[config.mk]
export PLATFORM = sky130hd
export DESIGN_NAME = uart_rx_fifo
export DESIGN_NICKNAME = d
export VERILOG_FILES = /design/src/rtl/uart_pkg.sv /design/src/rtl/sync_fifo.sv /design/src/rtl/uart_rx_fifo.sv
export SDC_FILE = /design/constraint.sdc
export NUM_CORES = 1
export LEC_CHECK = 0
export ABC_AREA = 1
export ABC_CLOCK_PERIOD_IN_PS = 5770
export CORE_UTILIZATION = 65
export CTS_CLUSTER_SIZE = 14
export DETAILED_ROUTE_END_ITERATION = 8
export PLACE_DENSITY_LB_ADDON = 0.05
export SLEW_MARGIN = 10
export SYNTH_ARGS = -nofsm -noshare
export SYNTH_HDL_FRONTEND = slang
export SYNTH_SLANG_ARGS = --single-unit
[constraint.sdc]
create_clock -name clk -period 5.77 [get_ports clk]
set_input_delay 0.8655 -clock clk [delete_from_list [all_inputs] [get_ports clk]]
set_output_delay 0.8655 -clock clk [all_outputs]
set_load 0.005 [all_outputs]
[src/rtl/uart_pkg.sv]
// Shared definitions for the UART receiver: FSM states, parity modes and
// the bit-period divider calculation.
package uart_pkg;

    typedef enum logic [2:0] {
        IDLE,
        START,
        DATA,
        PAR,
        STOP
    } rx_state_e;

    typedef enum logic [1:0] {
        PAR_NONE,
        PAR_EVEN,
        PAR_ODD
    } parity_e;

    // Bit period in clocks, rounded to nearest.
    function automatic int unsigned calc_div(input int unsigned clk_freq,
                                             input int unsigned baud_rate);
        return (clk_freq + baud_rate / 2) / baud_rate;
    endfunction

    function automatic parity_e parity_mode(input string mode);
        if (mode == "EVEN") return PAR_EVEN;
        if (mode == "ODD")  return PAR_ODD;
        return PAR_NONE;
    endfunction

endpackage

[src/rtl/sync_fifo.sv]
// Synchronous FIFO with a registered head word; a push into an empty FIFO
// shows up on dout/valid one clock later.
module sync_fifo #(
    parameter int DATA_W = 10,
    parameter int DEPTH  = 4
) (
    input  logic              clk,
    input  logic              rst_n,
    input  logic              push,
    input  logic [DATA_W-1:0] din,
    input  logic              ready,
    output logic [DATA_W-1:0] dout,
    output logic              valid,
    output logic              overflow
);
    localparam int AW = $clog2(DEPTH);
    localparam int CW = AW + 1;

    logic [DATA_W-1:0] mem [DEPTH];
    logic [AW-1:0]     wr_ptr, rd_ptr, rd_next;
    logic [CW-1:0]     count;
    logic              full, pop, wr_en;

    assign valid   = (count != '0);
    assign full    = (count == CW'(DEPTH));
    assign pop     = ready && valid;
    // A full FIFO still accepts a push when the head leaves in the same cycle.
    assign wr_en   = push && (!full || pop);
    assign rd_next = pop ? rd_ptr + AW'(1) : rd_ptr;

    always_ff @(posedge clk or negedge rst_n) begin
        if (!rst_n) begin
            wr_ptr   <= '0;
            rd_ptr   <= '0;
            count    <= '0;
            overflow <= 1'b0;
            dout     <= '0;
        end else begin
            if (wr_en) wr_ptr <= wr_ptr + AW'(1);
            rd_ptr   <= rd_next;
            count    <= count + CW'(wr_en) - CW'(pop);
            overflow <= push && full && !pop;
            // Forward the incoming word when it lands exactly at the new head.
            dout     <= (wr_en && (wr_ptr == rd_next)) ? din : mem[rd_next];
        end
    end

    always_ff @(posedge clk) begin
        if (wr_en) mem[wr_ptr] <= din;
    end

endmodule

[src/rtl/uart_rx_fifo.sv]
// UART receiver with configurable framing, feeding received words and their
// parity/stop-bit error flags into a small FIFO.
module uart_rx_fifo
    import uart_pkg::*;
#(
    parameter int unsigned CLK_FREQ    = 50_000_000,
    parameter int unsigned BAUD_RATE   = 115200,
    parameter int unsigned WORD_LENGTH = 8,
    parameter int unsigned STOP_BITS   = 2,
    parameter string       PARITY      = "NONE",
    parameter int unsigned FIFO_DEPTH  = 4
) (
    input  logic                   clk,
    input  logic                   rst_n,
    input  logic                   rx,
    output logic [WORD_LENGTH-1:0] out_data,
    output logic                   out_parity_err,
    output logic                   out_frame_err,
    output logic                   out_valid,
    input  logic                   out_ready,
    output logic                   overrun,
    output logic                   busy
);
    localparam int unsigned      DIV       = calc_div(CLK_FREQ, BAUD_RATE);
    localparam int               CNT_W     = $clog2(DIV);
    localparam logic [CNT_W-1:0] DIV_M1    = CNT_W'(DIV - 1);
    localparam logic [CNT_W-1:0] HALF_M1   = CNT_W'(DIV / 2 - 1);
    localparam parity_e          PMODE     = parity_mode(PARITY);
    localparam logic [3:0]       LAST_BIT  = 4'(WORD_LENGTH - 1);
    localparam logic             LAST_STOP = 1'(STOP_BITS - 1);
    localparam int               FW        = WORD_LENGTH + 2;

    rx_state_e              state_q, state_d;
    logic [CNT_W-1:0]       cnt_q, cnt_d;
    logic [3:0]             bit_q, bit_d;
    logic                   stop_q, stop_d;
    logic [WORD_LENGTH-1:0] shift_q, shift_d;
    logic                   perr_q, perr_d, ferr_q, ferr_d;
    logic                   rx_p0, rx_p1, rx_p2;
    logic                   tick, push;
    logic [FW-1:0]          push_word, head;

    // rx_p1 is the synchronised line; rx_p2 is its previous value for edge detection.
    always_ff @(posedge clk or negedge rst_n) begin
        if (!rst_n) begin
            rx_p0   <= 1'b1;
            rx_p1   <= 1'b1;
            rx_p2   <= 1'b1;
            state_q <= IDLE;
            cnt_q   <= '0;
            bit_q   <= '0;
            stop_q  <= 1'b0;
        end else begin
            rx_p0   <= rx;
            rx_p1   <= rx_p0;
            rx_p2   <= rx_p1;
            state_q <= state_d;
            cnt_q   <= cnt_d;
            bit_q   <= bit_d;
            stop_q  <= stop_d;
        end
    end

    always_ff @(posedge clk) begin
        shift_q <= shift_d;
        perr_q  <= perr_d;
        ferr_q  <= ferr_d;
    end

    assign tick = (cnt_q == '0);

    always_comb begin
        state_d = state_q;
        cnt_d   = tick ? cnt_q : cnt_q - 1'b1;
        bit_d   = bit_q;
        stop_d  = stop_q;
        shift_d = shift_q;
        perr_d  = perr_q;
        ferr_d  = ferr_q;
        push    = 1'b0;
        case (state_q)
            IDLE: begin
                if (rx_p2 && !rx_p1) begin
                    state_d = START;
                    cnt_d   = HALF_M1;
                    perr_d  = 1'b0;
                    ferr_d  = 1'b0;
                end
            end
            START: begin
                if (tick) begin
                    state_d = rx_p1 ? IDLE : DATA;
                    cnt_d   = DIV_M1;
                    bit_d   = '0;
                    stop_d  = 1'b0;
                end
            end
            DATA: begin
                if (tick) begin
                    shift_d = {rx_p1, shift_q[WORD_LENGTH-1:1]};
                    cnt_d   = DIV_M1;
                    bit_d   = bit_q + 4'd1;
                    if (bit_q == LAST_BIT) state_d = (PMODE == PAR_NONE) ? STOP : PAR;
                end
            end
            PAR: begin
                if (tick) begin
                    perr_d  = (^shift_q) ^ rx_p1 ^ (PMODE == PAR_ODD);
                    cnt_d   = DIV_M1;
                    state_d = STOP;
                end
            end
            STOP: begin
                if (tick) begin
                    cnt_d = DIV_M1;
                    if (stop_q == LAST_STOP) begin
                        state_d = IDLE;
                        push    = 1'b1;
                    end else begin
                        stop_d = stop_q + 1'b1;
                        ferr_d = ferr_q | ~rx_p1;
                    end
                end
            end
            default: state_d = IDLE;
        endcase
    end

    // The final stop sample is folded straight into the pushed frame flag.
    assign push_word = {shift_q, perr_q, ferr_q | ~rx_p1};

    sync_fifo #(
        .DATA_W (FW),
        .DEPTH  (FIFO_DEPTH)
    ) u_fifo (
        .clk      (clk),
        .rst_n    (rst_n),
        .push     (push),
        .din      (push_word),
        .ready    (out_ready),
        .dout     (head),
        .valid    (out_valid),
        .overflow (overrun)
    );

    assign out_data       = head[FW-1:2];
    assign out_parity_err = head[1];
    assign out_frame_err  = head[0];
    assign busy           = (state_q != IDLE);

endmodule

== Yosys cells after proc, flatten, opt, wreduce, memory -nomap -nowiden ==
Memory sizes are Yosys's and may differ from the RTL's. A register that Yosys moved wholly into a read port is not among the register bits.
Cells that the tools add are included.
Cells by class
  add/subtract/negate cells: 7
  equality and inequality tests: 14
  muxes and demuxes: 32
  bitwise gates (word level): 3
  reduce and logical (&&, ||, !) cells: 26
Operator list (count)
  two-way mux 9 bit: 3
  two-way mux 3 bit: 7
  case mux 9 bit (2 select lines): 1
  inequality test 2 bit, second input constant: 8
  case mux 3 bit (5 select lines): 1
  two-way mux 1 bit: 12
  zero test 9 bit: 1
  AND reduction 3 bit: 3
  subtractor 9 x 1 -> 9 bit, second input constant: 1
  two-way mux 4 bit: 2
  case mux 4 bit (2 select lines): 1
  nonzero test 2 bit: 4
  parity 8 bit: 1
  AND reduction 7 bit: 1
  equality test 3 x 2 -> 1 bit, second input constant: 2
  equality test 3 bit, second input constant: 2
  case mux 1 bit (2 select lines): 3
  nonzero test 3 bit: 2
  logical AND 1 bit: 5
  adder 2 x 1 -> 2 bit, second input constant: 2
  adder 4 x 1 -> 4 bit, second input constant: 1
  equality test 4 x 3 -> 1 bit, second input constant: 1
  zero test 1 bit: 4
  two-way mux 2 bit: 2
  other kinds (12): 12
Word-level totals
  logic and storage cells: 97
  bits of input ports: 4
  bits in registers: 38
  memories kept: 1
  output and inout port bits: 13
  memory bits (writable): 40
Memory list
  u_fifo.mem: depth 4, width 10, read ports 1, clocked after memory_dff 1, wr ports 1, line sync_fifo.sv:19  | logic [DATA_W-1:0] mem [DEPTH];

== Longest topological paths before layout ==
Gate-level depths: netlist (run 1).
  depth in word-level cells: 6
  mapped depth: 12
  mapped depth without buffers: 11

== Modules after synthesis ==
Synthesis (run 1) repeated with hierarchy kept, for this count alone.
Second synthesis, totals
  cells, all modules: 454
  area total of the unflattened synthesis: 4339.2 µm²
By module, submodules not included
  sync_fifo: times used 1, seq. area each 1651.6 µm², cells an instance 270, area an instance 2766.4 µm²
  uart_rx_fifo: times used 1, seq. area each 804.5 µm², cells an instance 184, area an instance 1572.8 µm²

== Worst setup path after synthesis (run 1) ==
OpenSTA, ideal clock, no wires.
  path kind: in2reg
  from: input port out_ready
  to: register u_fifo.count[2]
  stages on the path: 7
  arrival time: 2.189 ns
  library setup time: 0.122 ns
  buffers on the path: 0
  path slack: 3.459 ns
  data required time: 5.648 ns
  cell sequence: nor3_1 > inv_1 > nand3_1 > inv_1 > ha_1 > fa_1 > xnor2_1
On the way
  longest elaborated chain between the ends: 5
RTL lines
  start, declared: line uart_rx_fifo.sv:20  | input logic out_ready,
  logical AND 1 bit: line sync_fifo.sv:26  | assign pop = ready && valid;
  logical OR 1 bit: line sync_fifo.sv:28  | assign wr_en = push && (!full || pop);
  logical AND 1 bit: line sync_fifo.sv:28
  named net u_fifo.wr_en: line sync_fifo.sv:22  | logic full, pop, wr_en;
  adder 3 x 1 -> 3 bit: line sync_fifo.sv:41  | count <= count + CW'(wr_en) - CW'(pop);
  subtractor 3 x 1 -> 3 bit: line sync_fifo.sv:41
  end signal, assigned: line sync_fifo.sv:41
  end, declared: line sync_fifo.sv:21  | logic [CW-1:0] count;
The timed path passes the listed nets, and every way through them passes these cells.
A chain may end at the register's enable or synchronous reset.

== Worst setup path after layout (run 1) ==
  from: input port out_ready
  to: register u_fifo.dout[9] (read register of u_fifo.mem)
On the way
  longest elaborated chain between the ends: 2
RTL lines
  logical AND 1 bit: line sync_fifo.sv:26
  two-way mux 2 bit: line sync_fifo.sv:29  | assign rd_next = pop ? rd_ptr + AW'(1) : rd_ptr;
  end, declared: line sync_fifo.sv:12  | output logic [DATA_W-1:0] dout,
No other way between the ends.

==> metrics.txt, run 1 <==
hold buffers post-CTS 0; fmax between 300 and 400 MHz; dpl cells slightly below 500; Slew HR between 30% and 40%; via count 2,777; slew of the pin with the lowest slew margin between 900 and 1000 ps; core area 6030 um2; class of the worst hold path reg2reg; total power after layout between 1.5 and 2 mW; first-pass GRT wire length 12,500 um; Synth Net Count approximately 420; synthesized flop and latch total 88; Setup Buffers After CTS 0; vias in the first global route roughly 2.7k; num rows 28; Mapped Area 4110 um2; share of cells above drive strength 1 under 10%; die extent in x around 82 um; Final min period 3300 ps; clock transition at the registers of the reported paths 80 ps; DRC viols 0; clk sinks 88; DRT Pass-1 Iters 6; Critical Path RT 6020 ps; final core occ 74.5%; fin crit share 57.2%; CP Launch Type input port; Area Growth Syn to Fin 9.25%; Hold WS 363 ps; Die ar. between 6000 and 7000 um2; Detailed Route Iter0 Violations between 200 and 250; Worst setup EP type flop; RSZ-0062 raised after global routing no; max-cap violations 0; via-per-instance ratio 5.53; Initial Utilization between 60% and 70%; CTS tree done; Mapped Cells between 400 and 500; Seq/Total Area, Yosys between 50% and 60%; CTS H-tree depth 3; I/O Buffers 16; RR Startpoint u_fifo.count[1]$_DFF_PN0_; setup TNS 0 ps; initial antenna violation count 0; Top Ports 17; total track usage a little over a quarter; Unique masters post-synth 34; Routability Congestion approximately 0.95; power per cell area between 400 and 500 nW/um2; hpwl dp between 5000 and 6000 um; Lkg Pwr 2.01 nW; Crit. Startpoint out_ready; clock skew 4.77 ps; clk buf depth 2; final setup fails 0; PostCTS Resize Cnt 0; GRT Residual Overflow 0; Die Ht ~82 um; worst-path fanout max 22; Final Non-Filler Cells between 500 and 600; Root Driver clkbuf_8; Final Max Tran Viols 0; EDFF count, synth 50; maximum vdd drop roughly 0.36 mV; kind of critical path in2reg; drt total wl between 7000 and 8000 um; HP Start rx_p0$_DFF_PN1_; Top FF cell, synth edfxtp_1; arrival time worst endpoint 3550 ps; worst skew pair latency 360 ps; n_diodes 0; TritonCTS Buffers 9; Syn Area/Cell about 10 um2; asr flop ratio synth 43.2%; post-route ant nets 0; outcome finished, final reports clean; Routed wire per std cell 15.2 um; Fin. Hold Viols 0; Ys Warns 0; Final nets 437; largest net degree at the start of global routing 39
flip-flops by register name, indices dropped and copies added (netlist names):
name,count
u_fifo.mem,40
u_fifo.dout,10
cnt_q,9
shift_q,8
bit_q,4
state_q,3
u_fifo.count,3
u_fifo.rd_ptr,2
u_fifo.wr_ptr,2
ferr_q,1
perr_q,1
rx_p0,1
rx_p1,1
rx_p2,1
stop_q,1
u_fifo.overflow,1
cells by family after synthesis:
group / after synthesis / synth area share, %
adders and majority gates: 11 / 3.53
buffers and inverters: 73 / 7.33
DFF: 88 / 59.7
AOI/OAI and AO/OA: 24 / 3.47
xor gates and xnor gates: 11 / 2.34
and+or+nand+nor: 200 / 23.6
report_power, final:
| part | total, mW | internal (mW) | leakage [nW] | switching, mW |
|---|---|---|---|---|
| registers | 0.824 | 0.765 | 0.906 | 0.0590 |
| clock network | 0.431 | 0.215 | 0.0966 | 0.216 |
| logic | 0.648 | 0.254 | 1.00 | 0.394 |
| total | 1.90 | 1.23 | 2.01 | 0.668 |
placed cells by master (no fill, tap or decap), drive strengths merged, types with 3 or more instances in the layout:
cell type / count
dfstp: 3
nand3: 34
nand3b: 20
nand4: 12
dfrtp: 35
xnor2: 6
inv: 63
nor2: 29
xor2: 5
a21oi: 7
o21ai: 9
nand2: 97
nor3: 6
clkdlybuf4s50: 15
edfxtp: 50
clkbuf: 11
ha: 10
worst paths after layout:
path	slack [ps]	endpoint	depth (start not counted)
max in group asynchronous	4660	state_q[0]$_DFFE_PN0P_	1
hold / removal	360	rx_p1$_DFF_PN1_	0
setup reg to reg	2940	u_fifo.dout[9]$_DFF_PN0_	10
setup / recovery	2470	u_fifo.dout[9]$_DFF_PN0_	10
min in group asynchronous	590	u_fifo.count[1]$_DFF_PN0_	1
hold reg to reg	360	rx_p1$_DFF_PN1_	0
cells in the mapped netlist, types with 7 or more instances:
master,number,area share [%]
nand3b_1,20,3.7
o21ai_0,9,1.1
nor2_1,23,2.1
nand3_1,31,3.8
a21oi_1,7,0.85
ha_1,10,3.0
nand4_1,12,1.8
nand2_1,95,8.7
edfxtp_1,50,37
inv_1,60,5.5
dfrtp_1,35,21
buf_2,8,0.97
cell type report:
| class | count | area [um2] |
|---|---|---|
| clock buffers | 11 | 141 |
| clock inverters | 5 | 62.6 |
| fillers | 408 | 1530 |
| inverters | 61 | 229 |
| multi-input cells | 246 | 1350 |
| flip-flops and latches | 88 | 2460 |
| well taps | 75 | 93.8 |
| repair buffers | 16 | 155 |
per-layer routing:
metal  wire length (um)  track usage (%)
met3                358             5.67
met4                102             9.29
met5                  0                0
met2               3900             45.3
met1               3250             32.0
worst max-delay path, cell delays in order:
cell and delay, ps:
clkdlybuf4s50_1 530, nand2_1 100, nand2_1 520, nand2_1 610, nand2_1 190, nand2_1 70
inv_1 240, nand3_2 240, nand2_1 130, nand2_1 60
metrics by stage:
stage	area, um2	worst slack (ps)
floorplan	4110	3460
global placement	4290	2360
detailed placement	4290	2160
CTS	4490	2540
global route	4490	2170
finish	4490	2470
(Power assumes the default switching activity.)
==> run 2: changes to the inputs <==
--- a/config.mk
+++ b/config.mk
@@ -6,8 +6,8 @@
 export NUM_CORES = 1
 export LEC_CHECK = 0
 export ABC_AREA = 1
-export ABC_CLOCK_PERIOD_IN_PS = 5770
-export CORE_UTILIZATION = 65
+export ABC_CLOCK_PERIOD_IN_PS = 3000
+export CORE_UTILIZATION = 54
 export CTS_CLUSTER_SIZE = 14
 export DETAILED_ROUTE_END_ITERATION = 8
 export PLACE_DENSITY_LB_ADDON = 0.05
==> constraint.sdc (replaced) <==
create_clock -name clk -period 3 [get_ports clk]
set_input_delay 0.45 -clock clk [delete_from_list [all_inputs] [get_ports clk]]
set_output_delay 0.45 -clock clk [all_outputs]
set_load 0.005 [all_outputs]
==> metrics.txt, run 2 (synthesis results as in run 1) <==
outcome finished, final reports clean; Final Max Tran Viols 0; post-route ant nets 0; via count about 2.7k; clock skew approximately 11 ps; share of cells above drive strength 1 8.37%; fmax between 400 and 500 MHz; clk sinks 88; total power after layout roughly 3.7 mW; setup TNS 0 ps; kind of critical path reg2reg; Final nets 440; core area between 7000 and 8000 um2; slew of the pin with the lowest slew margin roughly 960 ps; Final Non-Filler Cells 529; Final Cell Area ~4500 um2; class of the worst hold path in2async; maximum vdd drop 0.523 mV; final setup fails 0; most frequent cells in the layout nand2_1 (95), inv_1 (60), edfxtp_1 (50); Setup Buffers After CTS 0; fin crit share a little over 80%; crit-path cells inv_1, ha_1, nand3_2, nor2_8, inv_2, nor2_4, nand3_1, nor2_1; clk buf depth 2; worst skew pair latency 350 ps; Slew HR roughly 36%; arrival time worst endpoint ~2500 ps; hpwl dp about 5200 um; Fin. Hold Viols 0; Initial Utilization between 50% and 60%; crit-path leading delay family simple AND/OR/NAND/NOR gates; Root Driver clkbuf_8; Final min period between 2000 and 2500 ps; clock transition at the registers of the reported paths around 90 ps; first-pass GRT wire length around 12,000 um; CTS tree done; hold buffers post-CTS 0; DRC viols 0; crit-path max cell delay approximately 770 ps; total track usage a little over a fifth; Area Growth Syn to Fin 10.3%; Die ar. 7970 um2; Top Ports 17; Hold WS approximately 210 ps; dpl cells a little over 500; RSZ-0062 raised after global routing no; Lkg Pwr approximately 2 nW; Critical Path RT between 2000 and 3000 ps; Reg with most FFs u_fifo.mem; Routability Congestion just under 0.9; DRT Pass-1 Iters 4; drt total wl ~7400 um; vias in the first global route 2,471; filler instances between 600 and 700; CTS H-tree depth 3; placed inst area about 4300 um2; PostCTS Resize Cnt 0; via-per-instance ratio roughly 5; CP Launch Type flop; Routed wire per std cell approximately 14 um; final core occ just over 60%; power per cell area approximately 810 nW/um2; I/O Buffers 16; worst path bufs/invs 2; max reg flops 40; Worst setup EP type flop; max-cap violations 0; worst-case setup slack after placement approximately 390 ps; die extent in x approximately 89 um; Crit-path slowest cell nor2_1; largest net degree at the start of global routing 39; initial antenna violation count 0; TritonCTS Buffers 9; n_diodes 0; Die Ht between 80 and 90 um; GRT Residual Overflow 0; num rows 31; Detailed Route Iter0 Violations 95; most common cell after layout, fill and taps aside nand2_1; worst-path fanout max 12; Largest regs u_fifo.mem: 40 flops, u_fifo.dout: 10 flops, cnt_q: 9 flops; setup ws final 525 ps
[run 2: final timing paths]
path                       depth (start not counted)          startpoint  slack (ps)                           end
max                                                8  cnt_q[0]$_DFF_PN0_         530    u_fifo.mem[3][7]$_DFFE_PP_
min                                                1               rst_n         210  u_fifo.wr_ptr[1]$_DFFE_PN0P_
max reg2reg                                        8  cnt_q[0]$_DFF_PN0_         530    u_fifo.mem[3][7]$_DFFE_PP_
min reg2reg                                        0     rx_p0$_DFF_PN1_         360               rx_p1$_DFF_PN1_
max in group asynchronous                          1               rst_n        2250          bit_q[0]$_DFFE_PN0P_
min in group clk                                   0     rx_p0$_DFF_PN1_         360               rx_p1$_DFF_PN1_
[run 2: area by class of cell]
| cell class | instances | area [um2] | area share [%] |
|---|---|---|---|
| Tap cell | 99 | 124 | 2.73 |
| Multi-Input combinational cell | 246 | 1350 | 29.8 |
| Clock inverter | 6 | 68.8 | 1.52 |
| Sequential cell | 88 | 2460 | 54.1 |
| Inverter | 61 | 229 | 5.05 |
| Timing Repair Buffer | 19 | 178 | 3.92 |
| Clock buffer | 10 | 128 | 2.81 |
[run 2: where the power goes]
part	switching, mW	internal, mW	total [mW]
Clock	0.413	0.391	0.804
Combinational	0.772	0.507	1.28
Sequential	0.113	1.47	1.58
Total	1.30	2.37	3.67
[run 2: layer usage]
metal	GRT usage, %	vias to the layer above	routed length [um]
met4	4.76	0	76
met5	0	-	0
li1	-	1372	-
met3	5.82	6	268
met1	27.7	1254	3490
met2	34.6	42	3530
[run 2: worst reg2reg max path: cells and delay by family (launching register included)]
kind | cells | cell delay (ps)
DFF | 1 | 410
adders and majority gates | 1 | 160
and+or+nand+nor | 5 | 1300
buffers and inverters | 2 | 220
==> run 3: changes to the inputs <==
--- a/config.mk
+++ b/config.mk
@@ -6,7 +6,7 @@
 export NUM_CORES = 1
 export LEC_CHECK = 0
 export ABC_AREA = 1
-export ABC_CLOCK_PERIOD_IN_PS = 3000
+export ABC_CLOCK_PERIOD_IN_PS = 2200
 export CORE_UTILIZATION = 54
 export CTS_CLUSTER_SIZE = 14
 export DETAILED_ROUTE_END_ITERATION = 8
==> constraint.sdc (replaced) <==
create_clock -name clk -period 2.2 [get_ports clk]
set_input_delay 0.33 -clock clk [delete_from_list [all_inputs] [get_ports clk]]
set_output_delay 0.33 -clock clk [all_outputs]
set_load 0.005 [all_outputs]
==> metrics.txt, run 3 (synthesis results as in run 1) <==
outcome finished, final reports clean; DRT Pass-1 Iters 4; final setup fails 0; total track usage 21.4%; GRT Residual Overflow 0; first-pass GRT wire length 12,400 um; Top Ports 17; Root Driver clkbuf_8; Initial Utilization a little under three fifths; DRC viols 0; class of the worst hold path in2async; CTS tree done; core area roughly 7300 um2; initial antenna violation count 0; CP Launch Type flop; clk buf depth 2; Largest regs u_fifo.mem: 40 flops, u_fifo.dout: 10 flops, cnt_q: 9 flops; drt total wl about 7600 um; TritonCTS Buffers 9; Internal around 3.3 mW; filler instances approximately 630; most common cell after layout, fill and taps aside nand2_1; Final Max Tran Viols 0; NetSw roughly 1.8 mW; worst skew pair latency about 360 ps; hold buffers post-CTS 0; fin crit share 88.7%; CTS H-tree depth 3; max reg flops 40; clock skew 11.0 ps; Critical Path RT 2440 ps; Net Sw Frac a little over a third; clock transition at the registers of the reported paths about 90 ps; clk sinks between 80 and 90; fmax between 500 and 600 MHz; Final nets approximately 450; RSZ-0062 raised after global routing no; I/O Buffers 16; Routed wire per std cell roughly 14 um; Setup Buffers After CTS 0; Fin. Hold Viols 0; worst-case setup slack after placement approximately 28 ps; logic gate share of total power roughly 36%; kind of critical path reg2reg; die extent in x between 80 and 90 um; max-cap violations 0; share of cells above drive strength 1 11.3%; clock share of power 21.8%; n_diodes 0; PostCTS Resize Cnt 0; post-route ant nets 0; most frequent cells in the layout nand2_1 (95), inv_1 (60), edfxtp_1 (50); largest net degree at the start of global routing 39; power per cell area about 1100 nW/um2; maximum vdd drop between 0.7 and 0.8 mV; Slew HR approximately 45%; setup TNS 0 ps; setup ws final approximately 250 ps; Flop pwr share 42.2%; Die Ht between 80 and 90 um; worst-path fanout max 7; Die ar. between 7000 and 8000 um2; via count 2,765; Worst setup EP type flop; Detailed Route Iter0 Violations between 150 and 200; Routability Congestion ~0.8; vias in the first global route 2,601; num rows 31; Area Growth Syn to Fin 12.9%; slew of the pin with the lowest slew margin between 800 and 900 ps; Lkg Pwr ~2.1 nW; hpwl dp approximately 5300 um; Reg with most FFs u_fifo.mem; Final min period approximately 2000 ps; arrival time worst endpoint 2190 ps; via-per-instance ratio 5.09
-- run 3: changes by cell type in the layout (fill, tap and decap cells not counted), sizes merged --
cell	previous run	this run
clkinvlp	1	2
buf	4	18
clkinv	2	1
-- run 3: final timing paths --
kind	start	end	slack, ps	depth (start not counted)
setup reg to reg	cnt_q[0]$_DFF_PN0_	u_fifo.count[1]$_DFF_PN0_	250	10
setup / recovery	cnt_q[0]$_DFF_PN0_	u_fifo.count[1]$_DFF_PN0_	250	10
max in group asynchronous	rst_n	bit_q[1]$_DFFE_PN0P_	1610	1
hold / removal	rst_n	u_fifo.dout[8]$_DFF_PN0_	60	1
hold reg to reg	rx_p0$_DFF_PN1_	rx_p1$_DFF_PN1_	360	0
min in group clk	rx_p0$_DFF_PN1_	rx_p1$_DFF_PN1_	360	0
-- run 3: metrics by stage --
stage / hold slack [ps] / utilization, % / instances / instance area (um2) / power [mW]
6_report: 56.0 / 63.6 / 543 / 4640 / 5.11
5_1_grt: 135 / 63.6 / 543 / 4640 / 5.49
4_1_cts: 79.6 / 63.6 / 543 / 4640 / 5.14
3_5_place_dp: 347 / 61.0 / 527 / 4450 / 4.03
3_3_place_gp: 346 / 61.0 / 527 / 4450 / 4.00
2_1_floorplan: 34.4 / - / 407 / 4110 / 3.39
-- run 3: metal layers --
metal	GRT usage, %	routed length [um]
met5	0	0
met4	11.3	106
met3	3.14	422
met2	33.7	3560
met1	29.1	3530
-- run 3: final cells by class --
| class | instances | area (um2) | area share [%] |
|---|---|---|---|
| sequential | 88 | 2460 | 52.9 |
| multi-input combinational | 246 | 1350 | 29.2 |
| timing repair buffer | 33 | 283 | 6.09 |
| inverter | 61 | 229 | 4.93 |
| clock buffer | 10 | 128 | 2.75 |
| tap | 99 | 124 | 2.67 |
| clock inverter | 6 | 67.6 | 1.46 |
-- run 3: power by group through the flow --
stage               Sequential, mW  Combinational, mW  Clock (mW)
floorplan                     2.18               1.21           0
global placement              2.19               1.82           0
detailed placement            2.19               1.84           0
CTS                           2.15               1.85        1.13
global route                  2.19               2.10        1.20
finish                        2.15               1.84        1.11
-- run 3: worst max-delay path, cell delays in order, from the launching register on --
cell and delay, ps:
dfrtp_1 410, inv_1 90, ha_1 160, nand3_2 120
nor2_8 160, inv_2 60, nor2_4 90, nand3_1 90
inv_1 70, ha_1 170, fa_1 410
